File: src/rtl/gumnut_ctrl_fsm.sv
// gumnut_ctrl_fsm: multicycle fetch/decode/execute/memory/write-back sequencer with interrupt entry
module gumnut_ctrl_fsm #(
  parameter bit IE_RST = 1'b0,
  parameter bit ILLEGAL_NOP = 1'b1
) (
  input  logic       clk,
  input  logic       rst,
  input  logic       cen,
  input  logic [6:0] op_i,
  input  logic [2:0] func_i,
  input  logic       z_i,
  input  logic       c_i,
  input  logic       int_req_i,
  input  logic       inst_ack_i,
  input  logic       data_ack_i,
  output logic       inst_cyc_o,
  output logic       inst_stb_o,
  output logic       ir_we_o,
  output logic       pc_we_o,
  output logic [2:0] pc_sel_o,
  output logic       push_o,
  output logic       pop_o,
  output logic       reg_we_o,
  output logic       cc_we_o,
  output logic       data_cyc_o,
  output logic       data_stb_o,
  output logic       data_we_o,
  output logic       port_o,
  output logic       int_ack_o,
  output logic       ie_o,
  output logic [2:0] state_o
);
  typedef enum logic [2:0] {FETCH, DECODE, EXECUTE, MEM, WRITEBACK, INT, WAIT, HALT} state_t;
  state_t st;
  logic ie, inst_cyc, data_cyc, data_we, port;
  logic pc_we_r, push_r, pop_r, reg_we_r, cc_we_r, int_ack_r;
  logic [2:0] pc_sel;
  logic is_alu, is_mem, is_jmp, is_br, is_misc, is_wait, is_ret, br_take, illegal, halt;
  logic exec_misc, ie_nxt, go_int, do_end, fetch_ack;
  assign is_alu = !op_i[6] | op_i[6:4] == 3'b110 | op_i[6:3] == 4'b1110;
  assign is_mem = op_i[6:5] == 2'b10;
  assign is_jmp = op_i[6:2] == 5'b11110;
  assign is_br = op_i[6:1] == 6'b111110;
  assign is_misc = op_i == 7'b1111110;
  assign is_wait = is_misc & func_i[2:1] == 2'b10;
  assign is_ret = is_misc & func_i[2:1] == 2'b00;
  assign br_take = func_i[1] ? c_i ^ func_i[0] : z_i ^ func_i[0];
  assign illegal = op_i == 7'h7f | (is_misc & func_i > 3'd5);
  assign halt = illegal & !ILLEGAL_NOP;
  // enai/reti/disi change ie in time for the same instruction's end-of-instruction interrupt check
  assign exec_misc = st == EXECUTE & is_misc;
  assign ie_nxt = (exec_misc & (func_i == 3'd1 | func_i == 3'd2)) | (ie & !(exec_misc & func_i == 3'd3));
  assign go_int = ie_nxt & int_req_i;
  assign do_end = (st == EXECUTE & !is_alu & !is_mem & !is_wait & !halt) | (st == MEM & data_ack_i & data_we)
                | st == WRITEBACK | (st == WAIT & go_int);
  assign fetch_ack = st == FETCH & inst_cyc & inst_ack_i;
  assign inst_cyc_o = inst_cyc;
  assign inst_stb_o = inst_cyc;
  assign data_cyc_o = data_cyc;
  assign data_stb_o = data_cyc;
  assign data_we_o = data_we;
  assign port_o = port;
  assign ir_we_o = cen & fetch_ack;
  assign pc_we_o = cen & (pc_we_r | fetch_ack);
  assign pc_sel_o = pc_sel;
  assign push_o = cen & push_r;
  assign pop_o = cen & pop_r;
  assign reg_we_o = cen & reg_we_r;
  assign cc_we_o = cen & cc_we_r;
  assign int_ack_o = cen & int_ack_r;
  assign ie_o = ie;
  assign state_o = st;
  // state sequencing; pulse registers describe the cycle being entered and default low
  always_ff @(posedge clk) begin
    if (!rst) begin
      st <= FETCH;
      ie <= IE_RST;
      {inst_cyc, data_cyc, data_we, port, pc_we_r, push_r, pop_r, reg_we_r, cc_we_r, int_ack_r} <= '0;
      pc_sel <= 3'd0;
    end else if (cen) begin
      {pc_we_r, push_r, pop_r, reg_we_r, cc_we_r, int_ack_r} <= '0;
      pc_sel <= 3'd0;
      case (st)
        FETCH: begin
          inst_cyc <= !fetch_ack;
          if (fetch_ack) st <= DECODE;
        end
        DECODE: begin
          st <= EXECUTE;
          cc_we_r <= is_alu;
          pc_we_r <= is_jmp | (is_br & br_take) | is_ret;
          pc_sel <= is_jmp ? 3'd1 : (is_br & br_take) ? 3'd2 : is_ret ? 3'd3 : 3'd0;
          push_r <= is_jmp & func_i[0];
          pop_r <= is_ret;
        end
        EXECUTE: begin
          if (halt) begin
            st <= HALT;
            ie <= 1'b0;
          end else if (is_alu) begin
            st <= WRITEBACK;
            reg_we_r <= 1'b1;
          end else if (is_mem) begin
            st <= MEM;
            data_cyc <= 1'b1;
            data_we <= func_i[0];
            port <= func_i[1];
          end else if (is_wait) st <= WAIT;
        end
        MEM: begin
          if (data_ack_i) begin
            {data_cyc, data_we, port} <= '0;
            if (!data_we) begin
              st <= WRITEBACK;
              reg_we_r <= 1'b1;
            end
          end
        end
        INT: begin
          st <= FETCH;
          inst_cyc <= 1'b1;
        end
        WRITEBACK, WAIT, HALT: ;
      endcase
      if (do_end) begin
        st <= go_int ? INT : FETCH;
        ie <= ie_nxt & !go_int;
        inst_cyc <= !go_int;
        push_r <= go_int;
        pc_we_r <= go_int;
        pc_sel <= go_int ? 3'd4 : 3'd0;
        int_ack_r <= go_int;
      end
    end
  end
endmodule

File: config.mk
export PLATFORM = sky130hd
export DESIGN_NAME = gumnut_ctrl_fsm
export DESIGN_NICKNAME = d
export VERILOG_FILES = /design/src/rtl/gumnut_ctrl_fsm.sv
export SDC_FILE = /design/constraint.sdc
export NUM_CORES = 1
export LEC_CHECK = 0
export BUFFER_PORTS_ARGS = -buffer_cell sky130_fd_sc_hd__buf_2
export CORE_ASPECT_RATIO = 0.75
export CORE_MARGIN = 8
export CORE_UTILIZATION = 50
export CTS_CLUSTER_DIAMETER = 100
export CTS_CLUSTER_SIZE = 16
export DETAILED_ROUTE_END_ITERATION = 10
export PLACE_DENSITY = 0.79
export REMOVE_ABC_BUFFERS = 1
export SYNTH_ARGS = -nofsm -noshare
export SYNTH_HDL_FRONTEND = slang
export SYNTH_SLANG_ARGS = --single-unit
export TNS_END_PERCENT = 20
File: constraint.sdc
create_clock -name clk -period 4.7 [get_ports clk]
set_input_delay 0.94 -clock clk [delete_from_list [all_inputs] [get_ports clk]]
set_output_delay 0.94 -clock clk [all_outputs]
set_load 0.02 [all_outputs]
# Word level (Yosys, flattened, before mapping)
# Cells that the tools add are included.
[classes] bitwise=37 n_eq_ne=23 reduce_logical=16 n_mux=39
[op_table] op="two-way mux 3 bit" count=10
[op_table] op="AND 1 bit" count=25
[op_table] op="two-way mux 1 bit" count=19
[op_table] op="one-hot mux 3 bit (5 select lines)" count=1
[op_table] op="equality test 3 x 2 -> 1 bit (second input constant)" count=4
[op_table] op="equality test 3 bit (second input constant)" count=4
[op_table] op="OR 1 bit" count=10
[op_table] op="one-hot mux 1 bit (2 select lines)" count=5
[op_table] op="!= test 3 bit (second input constant)" count=3
[op_table] op="two-way mux 2 bit" count=4
[op_table] op="equality test 7 bit (second input constant)" count=1
[op_table] op="logical NOT 1 bit" count=7
[op_table] op="equality test 3 x 1 -> 1 bit (second input constant)" count=2
[op_table] op="equality test 6 bit (second input constant)" count=1
[op_table] op="!= test 2 bit (second input constant)" count=3
[op_table] op="AND reduction 6 bit" count=1
[op_table] op="nonzero test 6 bit" count=1
[op_table] op="equality test 5 bit (second input constant)" count=1
[op_table] op="!= test 5 bit (second input constant)" count=1
[op_table] op="AND reduction 5 bit" count=1
[op_table] op="equality test 2 bit (second input constant)" count=2
[op_table] op="equality test 4 bit (second input constant)" count=1
[op_table] op="AND reduction 2 bit" count=2
[op_table] op="logical NOT 3 bit" count=1
[op_table] op="other kinds (4)" count=5
[totals] word_cells=128 out_inout_bits=20 register_bits=17

# Longest topological paths before layout
# Gate-level depths: netlist (run 1).
[logic_depth] ltp_word=12 ltp_mapped=7 mapped_depth_nobuf=5

# Worst setup path before layout (run 1)
# Ideal clock, no wire load.
[synth_timing] kind="input -> output" startpoint="in inst_ack_i" endpoint="out pc_we_o" arrival_time_ns=1.494 path_slack_ns=2.266 required_ns=3.760 n_path_buf=0 path_stages=4 path_cell_list="nand2_1 nor2b_1 nor2_1 nor2_1"
[synth_via] elab_chain_len=3
[synth_lines] item="start: declaration" line="14" source="input logic inst_ack_i,"
[synth_lines] item="AND 1 bit" line="56" source="assign fetch_ack = st == FETCH & inst_cyc & inst_ack_i;"
[synth_lines] item="OR 1 bit" line="64" source="assign pc_we_o = cen & (pc_we_r | fetch_ack);"
[synth_lines] item="AND 1 bit" line="64"
[synth_lines] item="end: declaration" line="19" source="output logic pc_we_o,"
# Every way passes these cells.

# Worst setup path in the final report (run 1)
[layout_timing] startpoint="in cen" endpoint="out pop_o"
[layout_via] elab_chain_len=1
[layout_lines] item="start: declaration" line="8" source="input logic cen,"
[layout_lines] item="AND 1 bit" line="67" source="assign pop_o = cen & pop_r;"
[layout_lines] item="end: declaration" line="22" source="output logic pop_o,"
# Every way passes these cells.

==> summary.txt, run 1 <==
Timing
  – # setup viols final: 0
  – Hold slack: 475 ps
  – Final Hold Vio Count: 0
  – Final TNS setup: 0 ps
  – Fmax: 0.365 GHz
  – Worst slew margin relative to its limit: 0.567
  – Max Slew Vio Count: 0
  – Final period util: 0.582
  – Tmin final: 2740 ps
  – Worst-Margin Slew: about 650 ps
  – RSZ-0062 raised after global routing: no
  – Clock Skew: ~1.4 ps

Yosys
  – FFs w/ async S/R, synth: 0
  – Area contributors post-synth: dfxtp_1, nor2_1, and2_1
  – Yosys Warn Count: 0
  – Seq/Total Area, Yosys: 0.285
  – Top-area cell type share of the netlist area: 0.285
  – Unique cell type count in the Yosys netlist: 50
  – Mapped Area: ~0.0011 mm2
  – Yosys reg bits: 16
  – Post-synth top cells: dfxtp_1, nor2_1, a21oi_1, and2_1
  – Post-synth top area cell: dfxtp_1
  – Post-synth EDFFs: 0
  – Post-synth top flop: dfxtp_1
  – Synthesized instance count: 140
  – Post-Syn Area per Cell: ~8 um2

Critical path
  – Worst path bufs/invs: 3
  – Crit path max fanout: 17
  – CP most frequent cell: buf_2
  – Worst reg2reg path depth: 5
  – Arr. time, crit path: around 1800 ps
  – Worst Setup End Kind: output pin
  – CP Class: in -> out
  – Worst Path Required: between 3000 and 4000 ps
  – CP top delay family: buffers and inverters
  – Reg-to-reg startpoint: state_o[0]$_SDFFE_PN0P_
  – Startpoint Class: primary input
  – Slowest CP cell: inv_1
  – R2R setup slack: ~2500 ps
  – Worst stage delay on the critical path: approximately 270 ps
  – R2r endpoint: inst_cyc_o$_SDFFE_PN0P_
  – Worst path cell trace: buf_2 -> inv_1 -> nor2_1 -> buf_2

Global routing
  – First-pass GRT wire length: between 4 and 5 mm
  – Largest net degree at the start of global routing: 21
  – Grt total ovfl: 0
  – Initial antenna violation count: 0
  – Vias in the first global route: 1162
  – Total GRT Usage: 0.147

Clocking
  – H-tree levels: 1
  – CTS sink count: 16
  – CTS Buf Count: 3
  – Post-CTS Resized: 0
  – Clock root buffer: clkbuf_4
  – Worst-skew pair later-pin latency: 290 ps
  – Clk pin slew, worst setup/hold paths: approximately 100 ps
  – CTS Hold Bufs: 0
  – Post-CTS Setup Inserts: 0
  – CTS tree: done
  – Clock buffer depth: 2

Route
  – WL/cell: around 15 um
  – Initial drt markers: 112
  – Residual antenna-violating net count after detailed routing: 0
  – Via count: around 1200
  – Vias per cell: 5.92
  – Pre-Repair DR Iteration Count: 4
  – DR DRC count: 0
  – Final wirelength: approximately 3 mm

Pwr
  – Pleak: 0.568 nW
  – Worst VDD drop: ~0.13 mV
  – P per Cell Area: around 300 mW/mm2
  – Post-layout total power: between 0.3 and 0.4 mW

Die
  – Starting density of the core: 0.508
  – Die Y: ~57 um
  – Core area: roughly 0.0022 mm2
  – Die area: between 0.004 and 0.005 mm2
  – Num rows: 15
  – Die width: 70.8 um
  – IO Count: 38

Job
  – Max_cap viols: 0

Outcome
  – Status: finished clean

Hold path
  – Hold depth: 2
  – Hold crit path type: reg -> reg
  – Hold path startpoint: reg_we_r$_SDFFE_PN0P_
  – Hold endpoint: reg_we_r$_SDFFE_PN0P_

Cells and area
  – Largest register FFs: 3
  – Area delta synth->final: 16.1%
  – Final net count: between 150 and 200
  – Finished Layout Cells: roughly 200
  – # diodes: 0
  – Proportion of layout cells with a drive suffix above 1: 0.298
  – Finished Cell Area: between 0.001 and 0.0015 mm2

Place
  – Dpl cell area: 0.00127 mm2
  – Gpl congestion: about 0.9
  – Post-DP HPWL: 2.30 mm
  – I/O Buffers: 37
  – Dpl cells: about 190
==> final cells by class <==
type	count	area [um2]
Clock buffer	4	36.3
Tap cell	25	31.3
Fill cell	215	908
Sequential cell	16	320
Timing Repair Buffer	37	185
Multi-Input combinational cell	109	714
Inverter	5	18.8
==> stage by stage <==
step,setup slack [ps],util
floorplan,2260,-
global placement,2010,0.573
global route,1890,0.590
detailed placement,1990,0.573
CTS,1990,0.590
finish,1960,0.590
==> routing by layer <==
metal / track usage / part of all wire
met1: 0.184 / 0.47
met4: 0.0265 / 0.0053
met2: 0.238 / 0.45
met5: 0 / 0
met3: 0.0524 / 0.076
==> power breakdown <==
part | switching [mW] | leakage [nW] | total, mW | internal [mW]
clock | 0.0461 | 0.0210 | 0.0934 | 0.0472
sequential | 0.0266 | 0.129 | 0.171 | 0.144
combinational | 0.0725 | 0.418 | 0.131 | 0.0588
total | 0.145 | 0.568 | 0.395 | 0.250
==> worst max-delay path by stage <==
stage,from,to,slack [ps],cells past startpoint
4_1_cts,cen,pop_o,1990,4
3_5_place_dp,cen,pop_o,1990,4
6_report,cen,pop_o,1960,4
5_1_grt,cen,pop_o,1890,4
2_1_floorplan,inst_ack_i,pc_we_o,2260,4
3_3_place_gp,cen,pop_o,2010,4
==> worst reg2reg max path, delay by kind of cell (launching register included) <==
family,cells,cell delay [ps]
simple gates,4,1230
flops,1,750
compound gates,1,160
==> cells by family after synthesis <==
| kind of cell | synth area share |
|---|---|
| buffers and inverters | 0.0801 |
| and+or+nand+nor | 0.347 |
| DFF | 0.285 |
| xor gates and xnor gates | 0.0156 |
| muxes | 0.0267 |
| AOI/OAI and AO/OA | 0.246 |
==> placed cells by master, fill, tap and decap left out, drive strengths merged, types with 2 or more instances in the layout <==
| master | instances |
|---|---|
| and2 | 8 |
| nand2 | 5 |
| nor3b | 3 |
| o21a | 2 |
| nor3 | 3 |
| nand3b | 2 |
| o221a | 2 |
| nand3 | 4 |
| inv | 4 |
| nor2 | 16 |
| dfxtp | 16 |
| nor4 | 4 |
| and3 | 3 |
| clkbuf | 4 |
| a21oi | 8 |
| a22oi | 3 |
| o21ai | 9 |
| a211oi | 2 |
| o31a | 2 |
| or2 | 2 |
| or4 | 2 |
| buf | 37 |
| a31oi | 2 |
| mux2i | 3 |
| nor2b | 7 |
Note: power is estimated with default switching activity, not from simulation.
==> run 2, diff against run 1 <==
Settings changed: CORE_UTILIZATION 50 to 49, PLACE_DENSITY 0.79 to 0.78.
Clock period 4.7 ns to 2.86 ns, I/O delays scaled along.
==> summary.txt, run 2 (synthesized netlist as in run 1, its figures left out) <==
Cells and area
  – Area delta synth->final: 16.1% (unchanged)
  – Proportion of layout cells with a drive suffix above 1: 0.298 (unchanged)
  – # diodes: 0 (unchanged)
  – Filler Cell Count: 221 (+2.8%)
  – Largest register FFs: 3 (unchanged)
  – Most frequent cells in the layout: buf_2, nor2_1, dfxtp_1
  – Post-route core utilization: 0.585 (-0.00496)
  – Finished Layout Cells: 196 (unchanged)
  – Final net count: 190 (unchanged)
  – Commonest non-fill, non-tap cell in the layout: buf_2

Timing
  – Final period util: 0.799
  – Tmin final: between 2000 and 2500 ps
  – Final TNS setup: 0 ps (unchanged)
  – Worst-Margin Slew: 656 ps (+7.11 ps)
  – Clock Skew: 4.01 ps (+2.63 ps)
  – Worst slew margin relative to its limit: 0.562 (-0.00475)
  – # setup viols final: 0 (unchanged)
  – Fmax: around 0.44 GHz
  – RSZ-0062 raised after global routing: no
  – Max Slew Vio Count: 0 (unchanged)
  – Final Hold Vio Count: 0 (unchanged)
  – Hold slack: 472 ps (-2.89 ps)

Clocking
  – Post-CTS Setup Inserts: 0 (unchanged)
  – CTS sink count: 16 (unchanged)
  – H-tree levels: 1 (unchanged)
  – Worst-skew pair later-pin latency: 300 ps (about the same)
  – Post-CTS Resized: 0 (unchanged)
  – CTS Hold Bufs: 0 (unchanged)
  – Clock buffer depth: 2 (unchanged)
  – Clk pin slew, worst setup/hold paths: 100 ps (about the same)
  – CTS tree: done
  – Clock root buffer: clkbuf_4
  – CTS Buf Count: 3 (unchanged)

Route
  – Via count: 1183 (+1.9%)
  – Initial drt markers: 76 (-32%)
  – Residual antenna-violating net count after detailed routing: 0 (unchanged)
  – Vias per cell: 6.04 (+1.9%)
  – Final wirelength: 3.07 mm (+1.9%)
  – WL/cell: 15.7 um (+1.9%)
  – DR DRC count: 0 (unchanged)
  – Pre-Repair DR Iteration Count: 4 (unchanged)

Pwr
  – Post-layout total power: 0.654 mW (+66%)
  – Pleak: 0.568 nW (unchanged)
  – Worst VDD drop: 0.245 mV (+89%)
  – P per Cell Area: 501 mW/mm2 (+66%)

Die
  – Num rows: 15 (unchanged)
  – Die area: 0.00410 mm2 (+1.5%)
  – Die Y: 57.5 um (+0.74%)
  – IO Count: 38 (unchanged)
  – Core area: 0.00223 mm2 (+0.85%)
  – Starting density of the core: 0.504 (-0.00427)
  – Die width: 71.3 um (+0.78%)

Global routing
  – Total GRT Usage: 0.149 (+0.00163)
  – Grt peak-use layer: met2
  – Largest net degree at the start of global routing: 21 (unchanged)
  – First-pass GRT wire length: 4.93 mm (-1.2%)
  – Grt met2 use: 0.222 (-0.0165)
  – Met3 Use GR: 0.0699 (+0.0175)
  – Met1 Use GR: 0.182 (-0.00284)
  – Initial antenna violation count: 0 (unchanged)
  – Grt total ovfl: 0 (unchanged)
  – Vias in the first global route: 1101 (-5.2%)

Critical path
  – Worst stage delay on the critical path: 530 ps (+260 ps)
  – Worst path cell trace: nor3_1 -> nor2b_1 -> and2_1 -> buf_2
  – CP endpoint: ir_we_o
  – Slowest CP cell: dfxtp_1
  – Reg-to-reg startpoint: state_o[1]$_SDFFE_PN0P_
  – Startpoint Class: flip-flop
  – Crit path max fanout: 20 (+3)
  – Arr. time, crit path: 1710 ps (-90 ps)
  – Critical path origin: state_o[0]$_SDFFE_PN0P_
  – R2R setup slack: 670 ps (-1820 ps)
  – Worst reg2reg path depth: 5 (unchanged)
  – Worst Setup End Kind: output pin
  – CP Class: reg -> out
  – Worst Path Required: 2290 ps (-1470 ps)
  – R2r endpoint: push_r$_SDFFE_PN0P_

Place
  – Dpl cells: 192 (unchanged)
  – Gpl congestion: 0.906 (+0.30%)
  – Post-DP HPWL: 2.32 mm (+0.57%)
  – I/O Buffers: 37 (unchanged)

Outcome
  – Status: finished clean

Job
  – Max_cap viols: 0 (unchanged)

Hold path
  – Hold crit path type: reg -> reg
[run 2: cell counts in the layout (fill, tap and decap cells not counted)]
Identical to the previous run, type by type.
[run 2: worst min path at each step]
| stage | endpoint | cells past startpoint | slack [ps] | start |
|---|---|---|---|---|
| floorplan | reg_we_r$_SDFFE_PN0P_ | 2 | 440 | reg_we_r$_SDFFE_PN0P_ |
| global placement | reg_we_r$_SDFFE_PN0P_ | 2 | 450 | reg_we_r$_SDFFE_PN0P_ |
| detailed placement | reg_we_r$_SDFFE_PN0P_ | 2 | 460 | reg_we_r$_SDFFE_PN0P_ |
| CTS | reg_we_r$_SDFFE_PN0P_ | 2 | 480 | reg_we_r$_SDFFE_PN0P_ |
| global route | reg_we_r$_SDFFE_PN0P_ | 2 | 510 | reg_we_r$_SDFFE_PN0P_ |
| finish | reg_we_r$_SDFFE_PN0P_ | 2 | 470 | reg_we_r$_SDFFE_PN0P_ |
[run 2: layer usage]
layer  share of wire  vias up
met2            0.44       58
met3           0.092        9
met5               0        -
li1                -      574
met4           0.017        0
met1            0.45      542
[run 2: through the flow]
step / setup slack, ps / area, um2
2_1_floorplan: 750 / 1050
3_3_place_gp: 709 / 1270
3_5_place_dp: 608 / 1270
4_1_cts: 571 / 1310
5_1_grt: 449 / 1310
6_report: 574 / 1310
[run 2: report_power, final]
part / switching [mW] / leakage, nW / internal [mW]
Clock: 0.0775 / 0.0210 / 0.0778
Sequential: 0.0456 / 0.129 / 0.237
Combinational: 0.120 / 0.418 / 0.0967
[run 2: final cells by class]
class | instances | area (um2) | share of cell area
repair buffers | 37 | 185 | 0.142
multi-input cells | 109 | 714 | 0.547
clock buffers | 4 | 36.3 | 0.0278
inverters | 5 | 18.8 | 0.0144
flip-flops and latches | 16 | 320 | 0.245
well taps | 25 | 31.3 | 0.0239
[run 2: worst max-delay path: cells and delay by family, from the launching register on]
family | cells | cell delay (ps)
buffers and inverters | 1 | 160
DFF | 1 | 530
and+or+nand+nor | 3 | 720
==> run 3, diff against run 2 <==
Settings changed: CORE_UTILIZATION 49 to 45, PLACE_DENSITY 0.78 to 0.76.
Clock period 2.86 ns to 1.9 ns, I/O delays scaled along.
==> summary.txt, run 3 (synthesized netlist as in run 1, its figures left out) <==
Critical path
  – Worst reg2reg path depth: 7 (+2)
  – CP Class: reg -> reg
  – Startpoint Class: flip-flop
  – Arr. time, crit path: 2140 ps (+430 ps)
  – Worst Path Required: 2160 ps (-130 ps)
  – R2R setup slack: 20 ps (-650 ps)
  – Crit path max fanout: 5 (-75%)
  – Reg-to-reg startpoint: state_o[0]$_SDFFE_PN0P_
  – Worst Setup End Kind: flip-flop
  – R2r endpoint: push_r$_SDFFE_PN0P_

Hold path
  – Hold endpoint: push_r$_SDFFE_PN0P_
  – Hold path startpoint: rst
  – Hold crit path type: in -> reg
  – Hold depth: 2 (unchanged)

Cells and area
  – Final net count: 215 (+13%)
  – Largest register FFs: 3 (unchanged)
  – Proportion of layout cells with a drive suffix above 1: 0.429 (+0.130)
  – Filler Cell Count: 197 (-11%)
  – Most frequent cells in the layout: buf_2, buf_4, nor2_1
  – Commonest non-fill, non-tap cell in the layout: buf_2
  – Area delta synth->final: 41.4%
  – # diodes: 0 (unchanged)

Route
  – WL/cell: 16.9 um (+7.7%)
  – Initial drt markers: 94 (+24%)
  – DR DRC count: 0 (unchanged)
  – Via count: 1318 (+11%)
  – Pre-Repair DR Iteration Count: 4 (unchanged)
  – Residual antenna-violating net count after detailed routing: 0 (unchanged)
  – Vias per cell: 5.73 (-5.1%)
  – Final wirelength: 3.88 mm (+26%)

Die
  – Core area: 0.00233 mm2 (+4.2%)
  – Num rows: 15 (unchanged)
  – Starting density of the core: 0.483 (-0.0203)
  – Die area: 0.00437 mm2 (+6.6%)
  – Die Y: 59.3 um (+3.1%)
  – IO Count: 38 (unchanged)
  – Die width: 73.7 um (+3.4%)

Pwr
  – Worst VDD drop: 0.493 mV (+100%)
  – P per Cell Area: 749 mW/mm2 (+49%)
  – Pleak: 0.723 nW (+27%)

Timing
  – RSZ-0062 raised after global routing: yes
  – Final period util: 0.991
  – Fmax: about 0.53 GHz
  – Hold slack: 366 ps (-107 ps)
  – Worst setup margin: 17.3 ps (-556 ps)
  – Final Hold Vio Count: 0 (unchanged)
  – Worst-Margin Slew: 507 ps (-149 ps)
  – # setup viols final: 0 (unchanged)
  – Clock Skew: 5.85 ps (+1.84 ps)
  – Tmin final: between 1500 and 2000 ps
  – Worst slew margin relative to its limit: 0.657 (+0.0952)
  – Max Slew Vio Count: 0 (unchanged)

Global routing
  – Largest net degree at the start of global routing: 14 (-33%)
  – Grt total ovfl: 0 (unchanged)
  – Vias in the first global route: 1252 (+14%)
  – Initial antenna violation count: 0 (unchanged)
  – First-pass GRT wire length: 5.74 mm (+17%)
  – Total GRT Usage: 0.164 (+0.0150)

Clocking
  – CTS tree: done
  – Clock root buffer: clkbuf_4
  – CTS sink count: 16 (unchanged)
  – H-tree levels: 1 (unchanged)
  – Worst-skew pair later-pin latency: 300 ps (about the same)
  – Clock buffer depth: 2 (unchanged)
  – CTS Buf Count: 3 (unchanged)
  – Clk pin slew, worst setup/hold paths: 100 ps (about the same)

Place
  – Post-DP HPWL: 2.84 mm (+23%)
  – Gpl congestion: 0.974 (+7.4%)
  – I/O Buffers: 37 (unchanged)
  – Pre-CTS WS: -88.9 ps (-697 ps)

Job
  – Max_cap viols: 0 (unchanged)

Outcome
  – Status: finished clean
-- run 3: worst max path at each step --
| stage | from | slack (ps) | end |
|---|---|---|---|
| floorplan | state_o[0]$_SDFFE_PN0P_ | -210 | inst_cyc_o$_SDFFE_PN0P_ |
| global placement | op_i[0] | 40 | inst_cyc_o$_SDFFE_PN0P_ |
| detailed placement | state_o[1]$_SDFFE_PN0P_ | -90 | push_r$_SDFFE_PN0P_ |
| CTS | state_o[2]$_SDFFE_PN0P_ | -6 | ir_we_o |
| global route | state_o[0]$_SDFFE_PN0P_ | -40 | ie_o$_SDFFE_PN0P_ |
| finish | state_o[0]$_SDFFE_PN0P_ | 20 | push_r$_SDFFE_PN0P_ |
-- run 3: critical path: stages (launching register included) --
cell,delay (ps)
dfxtp_4,380
buf_12,130
nor2b_4,120
o21ai_2,60
o41a_1,480
nor4_1,340
buf_4,190
o31a_1,130
-- run 3: final cells by class --
class                   instances  area [um2]  share of cell area
flip-flops and latches         16         332               0.208
inverters                       5        18.8              0.0118
multi-input cells             109         746               0.469
repair buffers                 62         415               0.261
clock buffers                   4        36.3              0.0228
well taps                      34        42.5              0.0268
-- run 3: repair_timing --
item	in CTS	in global routing
endpoints found under the setup margin	8	7
gates resized for setup	8	10
pin swaps	0	7
gates cloned	0	1
hold buffers	0	0
buffers inserted	0	8
-- run 3: power by group --
| group | internal, mW | leakage (nW) | switching [mW] |
|---|---|---|---|
| Clock | 0.117 | 0.0210 | 0.122 |
| Combinational | 0.282 | 0.571 | 0.275 |
| Sequential | 0.362 | 0.132 | 0.0325 |
-- run 3: metal layers --
layer | global-route usage | vias to the layer above | part of all wire
li1 | - | 622 | -
met1 | 0.199 | 615 | 0.41
met2 | 0.270 | 75 | 0.48
met3 | 0.0574 | 6 | 0.10
met4 | 0.0368 | 0 | 0.012
met5 | 0 | - | 0
-- run 3: through the flow --
stage	utilization	setup TNS [ps]	instances	area, um2	power, mW
detailed placement	0.608	-278	217	1410	0.823
global placement	0.608	0	217	1410	0.806
global route	0.683	-156	230	1590	1.24
CTS	0.634	-6.96	221	1480	1.08
finish	0.683	0	230	1590	1.19
floorplan	-	-519	130	1050	0.640
